===== config.mk =====
export PLATFORM = sky130hd
export DESIGN_NAME = controle_desvio
export DESIGN_NICKNAME = d
export VERILOG_FILES = /design/src/rtl/controle_desvio.sv
export SDC_FILE = /design/constraint.sdc
export NUM_CORES = 1
export LEC_CHECK = 0
export ABC_AREA = 0
export BUFFER_PORTS_ARGS = -buffer_cell sky130_fd_sc_hd__buf_2
export CAP_MARGIN = 5
export CORE_ASPECT_RATIO = 1.4
export CORE_MARGIN = 2
export CORE_UTILIZATION = 50
export CTS_BUF_LIST = sky130_fd_sc_hd__clkbuf_4 sky130_fd_sc_hd__clkbuf_8 sky130_fd_sc_hd__clkbuf_16
export DETAILED_ROUTE_END_ITERATION = 8
export GPL_TIMING_DRIVEN = 0
export PLACE_DENSITY = 0.77
export SLEW_MARGIN = 20
export SYNTH_ARGS = -nofsm -noshare
export SYNTH_HDL_FRONTEND = slang
export SYNTH_SLANG_ARGS = --single-unit

===== constraint.sdc =====
create_clock -name clk -period 3.9 [get_ports clk]
set_input_delay 0.195 -clock clk [delete_from_list [all_inputs] [get_ports clk]]
set_output_delay 0.195 -clock clk [all_outputs]
set_load 0.02 [all_outputs]

===== src/rtl/controle_desvio.sv =====
// Branch/jump control sequencer: decodes one instruction per handshake and drives the next-PC selector.
// Optional BRANCH_STATS_EN adds saturating branch / taken-branch counters.
module controle_desvio #(
    parameter int unsigned FLAG_TIMEOUT = 15
`ifdef BRANCH_STATS_EN
    ,
    parameter int unsigned CNT_W = 16
`endif
) (
    input  logic        clk,
    input  logic        rst,
    input  logic [31:0] instr,
    input  logic        instr_valid,
    output logic        instr_ready,
    input  logic        alu_valid,
    input  logic        zero,
    input  logic        neg,
    output logic        PCSrc,
    output logic [2:0]  Tipo_Branch,
    output logic [31:0] imed,
    output logic        pc_we,
    output logic        illegal,
    output logic        timeout
`ifdef BRANCH_STATS_EN
    ,
    output logic [CNT_W-1:0] n_desvios,
    output logic [CNT_W-1:0] n_tomados
`endif
);

    localparam int unsigned TMO_W = 8;
    localparam logic [TMO_W-1:0] TMO_LAST = TMO_W'(FLAG_TIMEOUT - 1);

    localparam logic [6:0] OP_BRANCH = 7'b1100011;
    localparam logic [6:0] OP_JAL    = 7'b1101111;
    localparam logic [6:0] OP_JALR   = 7'b1100111;

    typedef enum logic [1:0] {IDLE, DECODE, WAIT_FLAGS, COMMIT} state_t;

    state_t            state_q, state_d;
    logic [31:0]       instr_q, instr_d;
    logic [TMO_W-1:0]  cnt_q, cnt_d;
    logic              pcsrc_d, pc_we_d, illegal_d, timeout_d, ready_d;
    logic [2:0]        tipo_d;
    logic [31:0]       imed_d;

    // Word offsets: byte offset sign-extended, then arithmetic shift by 2
    logic signed [12:0] b_off;
    logic signed [20:0] j_off;
    logic [31:0]        b_imm, j_imm;

    assign b_off = {instr_q[31], instr_q[7], instr_q[30:25], instr_q[11:8], 1'b0};
    assign j_off = {instr_q[31], instr_q[19:12], instr_q[20], instr_q[30:21], 1'b0};
    assign b_imm = 32'(b_off >>> 2);
    assign j_imm = 32'(j_off >>> 2);

    always_ff @(posedge clk) begin
        if (rst) begin
            state_q     <= IDLE;
            instr_q     <= '0;
            cnt_q       <= '0;
            PCSrc       <= 1'b0;
            Tipo_Branch <= 3'd0;
            imed        <= '0;
            pc_we       <= 1'b0;
            illegal     <= 1'b0;
            timeout     <= 1'b0;
            instr_ready <= 1'b1;
        end else begin
            state_q     <= state_d;
            instr_q     <= instr_d;
            cnt_q       <= cnt_d;
            PCSrc       <= pcsrc_d;
            Tipo_Branch <= tipo_d;
            imed        <= imed_d;
            pc_we       <= pc_we_d;
            illegal     <= illegal_d;
            timeout     <= timeout_d;
            instr_ready <= ready_d;
        end
    end

    always_comb begin
        state_d   = state_q;
        instr_d   = instr_q;
        cnt_d     = cnt_q;
        pcsrc_d   = PCSrc;
        tipo_d    = Tipo_Branch;
        imed_d    = imed;
        illegal_d = 1'b0;
        timeout_d = 1'b0;
        pc_we_d   = 1'b0;
        ready_d   = 1'b0;

        unique case (state_q)
            IDLE: begin
                if (instr_valid) begin
                    instr_d = instr;
                    state_d = DECODE;
                end
            end
            DECODE: begin
                cnt_d   = '0;
                state_d = COMMIT;
                pcsrc_d = 1'b0;
                tipo_d  = 3'd0;
                imed_d  = '0;
                unique case (instr_q[6:0])
                    OP_BRANCH: begin
                        imed_d  = b_imm;
                        state_d = WAIT_FLAGS;
                        unique case (instr_q[14:12])
                            3'b000:  tipo_d = 3'd1;
                            3'b001:  tipo_d = 3'd2;
                            3'b100:  tipo_d = 3'd3;
                            3'b101:  tipo_d = 3'd4;
                            default: begin
                                illegal_d = 1'b1;
                                imed_d    = '0;
                                state_d   = COMMIT;
                            end
                        endcase
                    end
                    OP_JAL: begin
                        tipo_d  = 3'd6;
                        imed_d  = j_imm;
                        pcsrc_d = 1'b1;
                    end
                    OP_JALR: begin
                        tipo_d  = 3'd7;
                        pcsrc_d = 1'b1;
                    end
                    default: ;
                endcase
            end
            WAIT_FLAGS: begin
                // alu_valid takes priority over the terminal count
                if (alu_valid) begin
                    pcsrc_d = 1'b1;
                    state_d = COMMIT;
                end else if (cnt_q == TMO_LAST) begin
                    timeout_d = 1'b1;
                    pcsrc_d   = 1'b0;
                    state_d   = COMMIT;
                end else begin
                    cnt_d = TMO_W'(cnt_q + 1'b1);
                end
            end
            COMMIT: state_d = IDLE;
            default: state_d = IDLE;
        endcase

        pc_we_d = (state_d == COMMIT) && (state_q != COMMIT);
        ready_d = (state_d == IDLE);
    end

`ifdef BRANCH_STATS_EN
    localparam logic [CNT_W-1:0] CNT_MAX = {CNT_W{1'b1}};

    logic is_cond, taken;

    always_comb begin
        is_cond = (Tipo_Branch >= 3'd1) && (Tipo_Branch <= 3'd4);
        taken   = 1'b0;
        unique case (Tipo_Branch)
            3'd1:    taken = zero;
            3'd2:    taken = !zero;
            3'd3:    taken = neg;
            3'd4:    taken = zero || !neg;
            default: taken = 1'b0;
        endcase
        // A timed-out branch is forced not-taken and reaches COMMIT with PCSrc low
        taken = taken && PCSrc && is_cond;
    end

    always_ff @(posedge clk) begin
        if (rst) begin
            n_desvios <= '0;
            n_tomados <= '0;
        end else if (state_q == COMMIT && is_cond) begin
            if (n_desvios != CNT_MAX) n_desvios <= CNT_W'(n_desvios + 1'b1);
            if (taken && n_tomados != CNT_MAX) n_tomados <= CNT_W'(n_tomados + 1'b1);
        end
    end
`else
    logic flags_unused;
    assign flags_unused = ^{zero, neg};
`endif

endmodule

==> results of run 1 <==
==> metal layers <==
layer / track usage / up-vias / wire [um]
met1: 0.249 / 1139 / 2540
met5: 0 / - / 0
met4: 0.121 / 0 / 134
met2: 0.361 / 66 / 3320
li1: - / 1271 / -
met3: 0.0717 / 12 / 347
==> Yosys cell counts (3+ instances only) <==
library cell | n | area [um2]
nand2_1 | 78 | 293
dfxtp_1 | 67 | 1340
a21oi_1 | 41 | 205
nor2_1 | 18 | 67.6
buf_4 | 13 | 97.6
clkbuf_1 | 13 | 48.8
inv_1 | 11 | 41.3
o21ai_1 | 11 | 55.1
a22o_1 | 8 | 70.1
ha_1 | 7 | 87.6
nor3_1 | 5 | 25.0
a22oi_1 | 4 | 30.0
and2_1 | 4 | 25.0
xor2_1 | 4 | 35.0
a211oi_1 | 3 | 22.5
nand4_1 | 3 | 18.8
==> through the flow <==
stage | total power [mW] | cells
finish | 2.05 | 484
CTS | 2.07 | 484
floorplan | 1.16 | 327
global placement | 1.28 | 468
global route | 2.16 | 484
detailed placement | 1.30 | 468
==> cell type report <==
cell class	instances	share of cell area
sequential	67	0.382
multi-input combinational	220	0.355
timing repair buffer	73	0.104
buffer	28	0.0460
clock inverter	6	0.0388
clock buffer	10	0.0374
tap	68	0.0242
inverter	12	0.0128
==> registers in the layout, summed over array words and instances (netlist names) <==
register and cells:
instr_q 30, Tipo_Branch 3, state_q 2, PCSrc 1, cnt_q 8, instr_ready 1
imed 19, pc_we 1, timeout 1, illegal 1
==> how the worst min path moves through the flow <==
stage                                     start                       end  depth (start not counted)
after floorplan                       alu_valid        timeout$_SDFF_PP0_                          1
after global placement                instr[14]  instr_q[14]$_SDFFE_PP0P_                          3
after detailed placement  imed[15]$_SDFFE_PP0P_     imed[15]$_SDFFE_PP0P_                          2
after CTS                             instr[26]  instr_q[26]$_SDFFE_PP0P_                          3
after global routing                  instr[17]  instr_q[17]$_SDFFE_PP0P_                          3
final                                 instr[26]  instr_q[26]$_SDFFE_PP0P_                          3
==> cell families (layout without fill, tap and decap cells) <==
logic type               count (synthesis)  in the layout  share of synthesized area
AND/OR/NAND/NOR                        123            123                      0.206
AO/OA/AOI/OAI                           84             84                      0.189
flip-flops                              67             67                      0.480
buffers and inverters                   40            129                     0.0739
adder cells (fa/ha/maj)                  7              7                     0.0313
XOR/XNOR                                 5              5                     0.0157
multiplexers                             1              1                    0.00403
==> power by group <==
group          switching [mW]  internal [mW]  total (mW)
Combinational           0.307          0.155       0.462
Clock                   0.269          0.499       0.768
Sequential             0.0574          0.767       0.824
==> worst max-delay path, delay by kind of cell, from the launching register on <==
kind | cells | cell delay (ns)
DFF | 1 | 0.40
buffers and inverters | 2 | 0.29
adders and majority gates | 1 | 0.20
and+or+nand+nor | 1 | 0.21
AOI/OAI and AO/OA | 3 | 0.84
==> impl_metrics.py, run 1 <==
metrics = {
    "setup_path": {
        "cp_max_fo": 9,
        "crit_path_frequent_cell": "a211oi_1",
        "arrival_ns": 2.27,
        "crit_end": "cnt_q[4]$_SDFFE_PP0P_",
        "r2r_cells": 7,
        "reg2reg_from": "state_q[0]$_SDFF_PP0_",
        "r2r_setup_slack_ns": 1.86,
        "required_ns": 4.14,
        "crit_type": "reg2reg",
        "critPathMaxStageDelay_ns": 0.47,
        "start_kind": "register",
        "cp_cell_sequence": "inv_1 > ha_1 > clkbuf_1 > nor4b_1 > a211oi_1 > a211oi_1 > a31o_2",
        "worstReg2RegEnd": "cnt_q[4]$_SDFFE_PP0P_",
        "crit_start": "state_q[0]$_SDFF_PP0_",
        "cpMaxStageDelayCell": "a211oi_1",
        "cp-end-kind": "register",
    },
    "grt": {
        "grt.overflow.total": 0,
        "grt_max_degree": 16,
        "grt_pass1_wl_mm": 10.3,
        "antenna_found_initial": 0,
        "track_usage": 0.221,
        "grt_pass1_vias": 2340,
    },
    "run": {
        "maxCapViolCount": 0,
    },
    "placed_design": {
        "dpl-instance-area_um2": 3240,
        "routabilityCongestion": 0.835,
        "port-buffer-count": 73,
        "place_hpwl_mm": 4.76,
        "place_ws_ns": 1.90,
    },
    "synthesis": {
        "synth_ff_type": "dfxtp_1",
        "async_flop_share": 0,
        "ys_seq_elements": 67,
        "syn-cell-area_um2": 2790,
        "synth_warnings": 0,
        "ys_seq_area_frac": 0.480,
        "ys_types": 46,
        "syn_avg_cell_area_um2": 8.54,
        "synthCells": 327,
        "synth_edf_count": 0,
        "syn-num-nets": 372,
    },
    "clocking": {
        "cts_buffers": 9,
        "clock_latency_ns": 0.35,
        "cts_root_buf": "clkbuf_8",
        "cts_setup_buffers": 0,
        "postCtsHoldBufs": 0,
        "clk_pin_slew_ns": 0.08,
        "clock-sinks": 67,
        "cts_tree": "yes",
        "cts.path.max_buffers": 2,
        "cts.repair.resized": 0,
        "cts_max_level": 3,
    },
    "drt": {
        "routed_wirelength_mm": 6.34,
        "post-route-drc-count": 0,
        "drt_pass1_iterations": 4,
        "drt_iter0_drc": 162,
        "vias": 2488,
        "drtAntennaViolNets": 0,
        "via_per_inst": 5.14,
        "routedWlPerCell_um": 13.1,
    },
    "finish": {
        "antenna_cells": 0,
        "fin_area_um2": 3510,
        "drive_above_1_share": 0.274,
        "seqCellArea_um2": 1340,
        "fillers": 478,
        "area_delta_synth_final_pct": 25.7,
        "final_common_cell": "nand2_1",
        "multi_input_area_um2": 1250,
        "final_util": 0.645,
        "final_cell_mix": "78 x nand2_1, 73 x buf_2, 67 x dfxtp_1, 41 x a21oi_1, 18 x nor2_1",
        "nNetsFinal": 456,
    },
    "die": {
        "coreArea_um2": 5450,
        "pin_count": 78,
        "die_x_um": 67.2,
        "rows": 32,
        "start_util": 0.513,
        "dieArea_um2": 6210,
        "die_y_um": 92.4,
    },
    "pwr": {
        "power_density_nw_per_um2": 585,
        "irDropWorstVdd_uv": 426,
        "p_leak_nw": 1.54,
    },
    "sta": {
        "finalMaxSlewViolations": 0,
        "max_freq_mhz": 491,
        "rsz0062_at_grt": "no",
        "tns_ns": 0,
        "tightest_slew_ns": 0.754,
        "hold_slack_ns": 0.0782,
        "hold_viol": 0,
        "fin_skew_ns": 0.00907,
        "setup_slack_ns": 1.86,
        "slew_headroom": 0.494,
        "fin_crit_sh": 0.522,
        "period_minus_slack_ns": 2.04,
        "setup_viol": 0,
    },
    "worst_hold_path": {
        "hp-class": "in2reg",
    },
    "outcome": {
        "outcome": "completed",
    },
}
(Power assumes the default switching activity.)
==> run 2: changes to the inputs <==
CORE_UTILIZATION = 46   (was 50)
PLACE_DENSITY = 0.75   (was 0.77)
clock period = 1.7 ns   (was 3.9 ns; I/O delays follow)
==> run 2 against run 1 <==
Clock-buffer cell count increased by 1. Hold slack worse by 0.072 ns. Sequential share of layout area down 3.8 points. Clock skew shrank 0.0013 ns. Non-clock buffer count is 34 higher. First-iteration DRC count fell by 34%. Sequential power grew 130%. Clock power is 100% higher. Wire length grew 11%. Core utilization up 2.4 points. Critical endpoint unchanged.
==> impl_metrics.py, run 2 (synthesis gave the netlist of run 1 again) <==
metrics = {
    "outcome": {
        "outcome": "completed",
    },
    "grt": {
        "track_usage": 0.210,
        "grt_pass1_vias": 2407,
        "grt_pass1_wl_mm": 10.9,
        "grt_max_degree": 16,
        "grt.overflow.total": 0,
        "antenna_found_initial": 0,
    },
    "die": {
        "die_x_um": 69.9,
        "pin_count": 78,
        "die_y_um": 96.2,
        "start_util": 0.477,
        "coreArea_um2": 5860,
        "dieArea_um2": 6720,
        "rows": 33,
    },
    "sta": {
        "setup_viol": 0,
        "fin_crit_sh": 0.972,
        "max_freq_mhz": 605,
        "slew_headroom": 0.663,
        "hold_viol": 0,
        "tightest_slew_ns": 0.505,
        "finalMaxSlewViolations": 0,
        "fin_skew_ns": 0.00781,
        "rsz0062_at_grt": "yes",
        "setup_slack_ns": 0.0471,
        "tns_ns": 0,
        "period_minus_slack_ns": 1.65,
    },
    "finish": {
        "stdcell_count": 520,
        "antenna_cells": 0,
        "drive_above_1_share": 0.318,
        "final_common_cell": "nand2_1",
        "reg_top3": "instr_q (30), imed (19), cnt_q (8)",
        "top_register": "instr_q",
        "nNetsFinal": 490,
        "fin_area_um2": 3920,
        "final_cell_mix": "78 x nand2_1, 73 x buf_2, 63 x dfxtp_1, 40 x a21oi_1, 30 x dlygate4sd3_1",
        "area_delta_synth_final_pct": 40.4,
        "largest_register_ffs": 30,
    },
    "drt": {
        "drt_iter0_drc": 107,
        "via_per_inst": 5.14,
        "routedWlPerCell_um": 13.5,
        "drtAntennaViolNets": 0,
        "drt_pass1_iterations": 4,
        "post-route-drc-count": 0,
        "vias": 2672,
        "routed_wirelength_mm": 7.02,
    },
    "placed_design": {
        "dpl.cell_count": 470,
        "dpl-instance-area_um2": 3260,
        "place_ws_ns": -0.205,
        "place_hpwl_mm": 4.67,
        "port-buffer-count": 73,
        "routabilityCongestion": 0.835,
    },
    "worst_hold_path": {
        "hp-class": "in2reg",
        "hold_depth": 3,
    },
    "pwr": {
        "p_total_mw": 4.73,
        "p_leak_nw": 1.71,
        "irDropWorstVdd_uv": 682,
        "power_density_nw_per_um2": 1200,
    },
    "clocking": {
        "clk_pin_slew_ns": 0.07,
        "cts_root_buf": "clkbuf_8",
        "cts_buffers": 9,
        "clock_latency_ns": 0.35,
        "cts.path.max_buffers": 2,
        "cts_tree": "yes",
        "cts_max_level": 3,
        "clock-sinks": 67,
    },
    "setup_path": {
        "r2r_cells": 6,
        "cp_max_fo": 9,
        "cp-end-kind": "register",
        "required_ns": 1.99,
        "arrival_ns": 1.95,
        "start_kind": "register",
        "crit_type": "reg2reg",
    },
    "run": {
        "maxCapViolCount": 0,
    },
}
-- run 2: cell count changes in the layout (fill, tap and decap cells not counted), sizes merged --
cell         previous run  this run
buf                    88        93
bufinv                  4         2
clkinv                  0         2
dlygate4sd3             0        30
inv                    13        12
-- run 2: worst paths after layout --
| path | start | endpoint | slack (ns) |
|---|---|---|---|
| worst min register to register | imed[2]$_SDFFE_PP0P_ | imed[2]$_SDFFE_PP0P_ | 0.45 |
| worst max-delay path | state_q[0]$_SDFF_PP0_ | cnt_q[4]$_SDFFE_PP0P_ | 0.05 |
| worst min-delay path | instr[28] | instr_q[28]$_SDFFE_PP0P_ | 0.006 |
| worst max register to register | state_q[0]$_SDFF_PP0_ | cnt_q[4]$_SDFFE_PP0P_ | 0.05 |
-- run 2: timing repair --
item	CTS	global route
pin swaps	2	6
endpoints found under the setup margin	26	34
buffers inserted	1	4
resized for setup	8	24
hold endpoints to repair	30	0
hold buffers	30	0
-- run 2: layer usage --
metal | wire [um] | vias to the layer above | global-route usage | part of all wire
met2 | 3780 | 76 | 0.380 | 0.54
met3 | 385 | 14 | 0.0482 | 0.055
met1 | 2690 | 1240 | 0.221 | 0.38
met5 | 0 | - | 0 | 0
li1 | - | 1342 | - | -
met4 | 163 | 0 | 0.130 | 0.023
-- run 2: final cells by class --
cell class                      instances  area (um2)
Inverter                               12        45.0
Tap cell                               70        87.6
Fill cell                             504        1940
Sequential cell                        67        1350
Timing Repair Buffer                  108         703
Multi-Input combinational cell        220        1340
Clock inverter                          5        85.1
Buffer                                 27         164
Clock buffer                           11         151
-- run 2: worst max-delay path, cell delays in order, from the launching register on --
cell      delay [ns]
dfxtp_4         0.37
inv_1           0.11
ha_2            0.30
nor4b_4         0.31
a211oi_4        0.12
a211oi_1        0.25
a31o_2          0.13
-- run 2: where the power goes --
| group | internal (mW) | leakage [nW] | switching [mW] | total [mW] |
|---|---|---|---|---|
| registers | 1.77 | 0.547 | 0.145 | 1.91 |
| clock network | 0.910 | 0.116 | 0.631 | 1.54 |
| logic | 0.503 | 1.04 | 0.769 | 1.27 |
| total | 3.18 | 1.71 | 1.54 | 4.73 |
-- run 2: stage by stage --
stage / util / hold slack, ns
floorplan: - / 0.163
global placement: 0.556 / 0.327
detailed placement: 0.556 / 0.330
CTS: 0.653 / 0.000206
global route: 0.669 / 0.0231
finish: 0.669 / 0.00598
==> run 3: changes to the inputs <==
ABC_AREA = 1   (was 0)
CAP_MARGIN = unset   (was 5)
CORE_UTILIZATION = 47   (was 46)
GPL_TIMING_DRIVEN = 1   (was 0)
==> run 3 against run 2 <==
Largest cell class is now multi-input gates. Critical path depth grew 1. Flip-flop and latch count unchanged. Sequential share of layout area rose by 2.3 points. Hold slack better by 0.0017 ns. Area after synthesis grew 7.3%. Critical endpoint unchanged. Non-clock buffer count is 38 lower. Synthesized cell count increased by 28%. Clock power is 28% lower. Combinational power grew 42%. Critical path type unchanged. Clock skew is 0.0039 ns higher. Setup slack improved by 0.13 ns.
==> impl_metrics.py, run 3 <==
metrics = {
    "grt": {
        "grt_pass1_vias": 2629,
        "track_usage": 0.199,
        "grt_max_degree": 31,
        "grt.overflow.total": 0,
        "grt_pass1_wl_mm": 11.2,
        "antenna_found_initial": 0,
    },
    "drt": {
        "drt_pass1_iterations": 4,
        "routedWlPerCell_um": 11.5,
        "vias": 2773,
        "via_per_inst": 4.85,
        "drtAntennaViolNets": 0,
        "drt_iter0_drc": 90,
        "routed_wirelength_mm": 6.55,
        "post-route-drc-count": 0,
    },
    "finish": {
        "multi_input_area_um2": 1370,
        "fin_area_um2": 3660,
        "nNetsFinal": 541,
        "largest_register_ffs": 30,
        "top_register": "instr_q",
        "final_common_cell": "nand2_1",
        "area_delta_synth_final_pct": 22.2,
        "final_cell_mix": "88 x nand2_1, 74 x nor2_1, 73 x buf_2, 67 x dfxtp_1, 44 x o21ai_0",
        "drive_above_1_share": 0.214,
        "seqCellArea_um2": 1340,
        "fillers": 593,
        "antenna_cells": 0,
        "reg_top3": "instr_q (30), imed (19), cnt_q (8)",
        "final_util": 0.589,
    },
    "setup_path": {
        "r2r_cells": 7,
        "cp-end-kind": "register",
        "cp_cell_sequence": "inv_1 > ha_1 > nand2_1 > nand3_2 > inv_1 > nand2_1 > a21oi_1",
        "cp_max_fo": 7,
        "crit_end": "cnt_q[4]$_SDFFE_PP0P_",
        "reg2reg_from": "state_q[0]$_SDFF_PP0_",
        "arrival_ns": 1.78,
        "cpMaxStageDelayCell": "dfxtp_1",
        "start_kind": "register",
        "crit_type": "reg2reg",
        "worstReg2RegEnd": "cnt_q[4]$_SDFFE_PP0P_",
        "r2r_setup_slack_ns": 0.18,
        "critPathMaxStageDelay_ns": 0.42,
        "crit_start": "state_q[0]$_SDFF_PP0_",
        "required_ns": 1.96,
    },
    "synthesis": {
        "synth_area_leaders": "dfxtp_1 45%, nand2_1 11%, nor2_1 9.3%",
        "async_flop_share": 0,
        "ys_seq_area_frac": 0.448,
        "synth_edf_count": 0,
        "synth_ff_type": "dfxtp_1",
        "synthTopCellsByCount": "88 x nand2_1, 74 x nor2_1, 67 x dfxtp_1",
        "syn_avg_cell_area_um2": 7.13,
        "syn-num-nets": 465,
        "ys_seq_elements": 67,
        "synthCells": 420,
        "yosysTopAreaCell": "dfxtp_1",
        "synth_top_area_frac": 0.448,
        "syn-cell-area_um2": 3000,
        "synth.most_common_cell": "nand2_1",
        "ys_types": 28,
        "synth_warnings": 0,
    },
    "sta": {
        "hold_viol": 0,
        "tns_ns": 0,
        "rsz0062_at_grt": "no",
        "fin_skew_ns": 0.0117,
        "finalMaxSlewViolations": 0,
        "tightest_slew_ns": 0.572,
        "slew_headroom": 0.618,
        "fin_crit_sh": 0.894,
        "setup_viol": 0,
        "period_minus_slack_ns": 1.52,
        "max_freq_mhz": 658,
    },
    "die": {
        "die_x_um": 71.5,
        "start_util": 0.482,
        "coreArea_um2": 6210,
        "dieArea_um2": 7040,
        "die_y_um": 98.5,
        "pin_count": 78,
        "rows": 34,
    },
    "pwr": {
        "power_density_nw_per_um2": 1370,
        "sw_frac_of_total": 0.389,
        "p_total_mw": 5.03,
        "irDropWorstVdd_uv": 619,
        "intPower_mw": 3.07,
        "p_seq_frac": 0.420,
        "switching_power_mw": 1.95,
        "p_comb_frac": 0.359,
        "p_clk_frac": 0.221,
        "p_leak_nw": 1.69,
    },
    "clocking": {
        "clock-sinks": 67,
        "cts.path.max_buffers": 2,
        "clk_pin_slew_ns": 0.07,
        "cts_max_level": 3,
        "cts_tree": "yes",
        "clock_latency_ns": 0.34,
        "cts_root_buf": "clkbuf_8",
        "cts_buffers": 9,
    },
    "placed_design": {
        "dpl-instance-area_um2": 3360,
        "place_hpwl_mm": 4.80,
        "port-buffer-count": 73,
        "routabilityCongestion": 0.874,
    },
    "outcome": {
        "outcome": "completed",
    },
    "run": {
        "maxCapViolCount": 0,
    },
    "worst_hold_path": {
        "hp-class": "in2reg",
        "holdCritStartpoint": "instr[31]",
    },
}
run 3: changes by cell type after synthesis, moves of 5 or more:
cell and delta:
nor2_1 +56, buf_2 +5, a22o_1 -8, o21ai_1 -8, nand3_1 +17, o21ai_0 +42
inv_1 +14, nand2_1 +10
run 3: power groups by stage:
stage	Sequential, mW	Combinational (mW)	Clock (mW)
after floorplan	2.25	1.14	0
after CTS	2.11	1.81	1.14
final	2.11	1.80	1.11
after global placement	2.13	1.74	0
after global routing	2.16	2.05	1.21
after detailed placement	2.15	1.77	0
run 3: cell type report:
type	count	area share
clock buffer	10	0.0359
sequential	67	0.366
clock inverter	5	0.00854
inverter	29	0.0297
multi-input combinational	292	0.373
tap	72	0.0246
timing repair buffer	97	0.162
run 3: kinds of logic (layout without fill, tap and decap cells):
family / after synthesis / in the layout / share of synthesized area
DFF: 67 / 67 / 0.448
xor gates and xnor gates: 3 / 3 / 0.00877
AOI/OAI and AO/OA: 88 / 88 / 0.151
buffers and inverters: 61 / 141 / 0.0969
and+or+nand+nor: 194 / 194 / 0.267
adders and majority gates: 7 / 7 / 0.0292
run 3: worst min path at each step:
stage | endpoint | slack (ns) | depth (start not counted)
CTS | instr_q[11]$_SDFFE_PP0P_ | 0.001 | 3
global placement | timeout$_SDFF_PP0_ | 0.29 | 2
finish | instr_q[31]$_SDFFE_PP0P_ | 0.008 | 3
global route | instr_q[11]$_SDFFE_PP0P_ | 0.02 | 3
detailed placement | timeout$_SDFF_PP0_ | 0.30 | 2
floorplan | timeout$_SDFF_PP0_ | 0.16 | 1
run 3: worst max-delay path: cells and delay by family (launching register included):
family / cells / cell delay, ns
AND/OR/NAND/NOR: 3 / 0.29
adder cells (fa/ha/maj): 1 / 0.29
AO/OA/AOI/OAI: 1 / 0.13
buffers and inverters: 2 / 0.31
flip-flops: 1 / 0.42
run 3: through the flow:
step | setup WS [ns] | hold WS [ns] | std cells
6_report | 0.181 | 0.00767 | 572
5_1_grt | 0.00750 | 0.0241 | 572
4_1_cts | 0.171 | 0.00107 | 572
3_5_place_dp | 0.207 | 0.296 | 543
3_3_place_gp | 0.261 | 0.288 | 543
2_1_floorplan | 0.324 | 0.163 | 420
run 3: timing repair:
action / in CTS / in global routing
hold endpoints to repair: 14 / 0
hold buffers: 14 / 0
gates resized for setup: 0 / 0
buffers inserted: 0 / 0
run 3: layer usage:
layer,share of wire,vias up,GRT usage
li1,-,1485,-
met1,0.45,1220,0.224
met2,0.50,60,0.358
met3,0.036,8,0.0358
met4,0.014,0,0.0914
met5,0,-,0
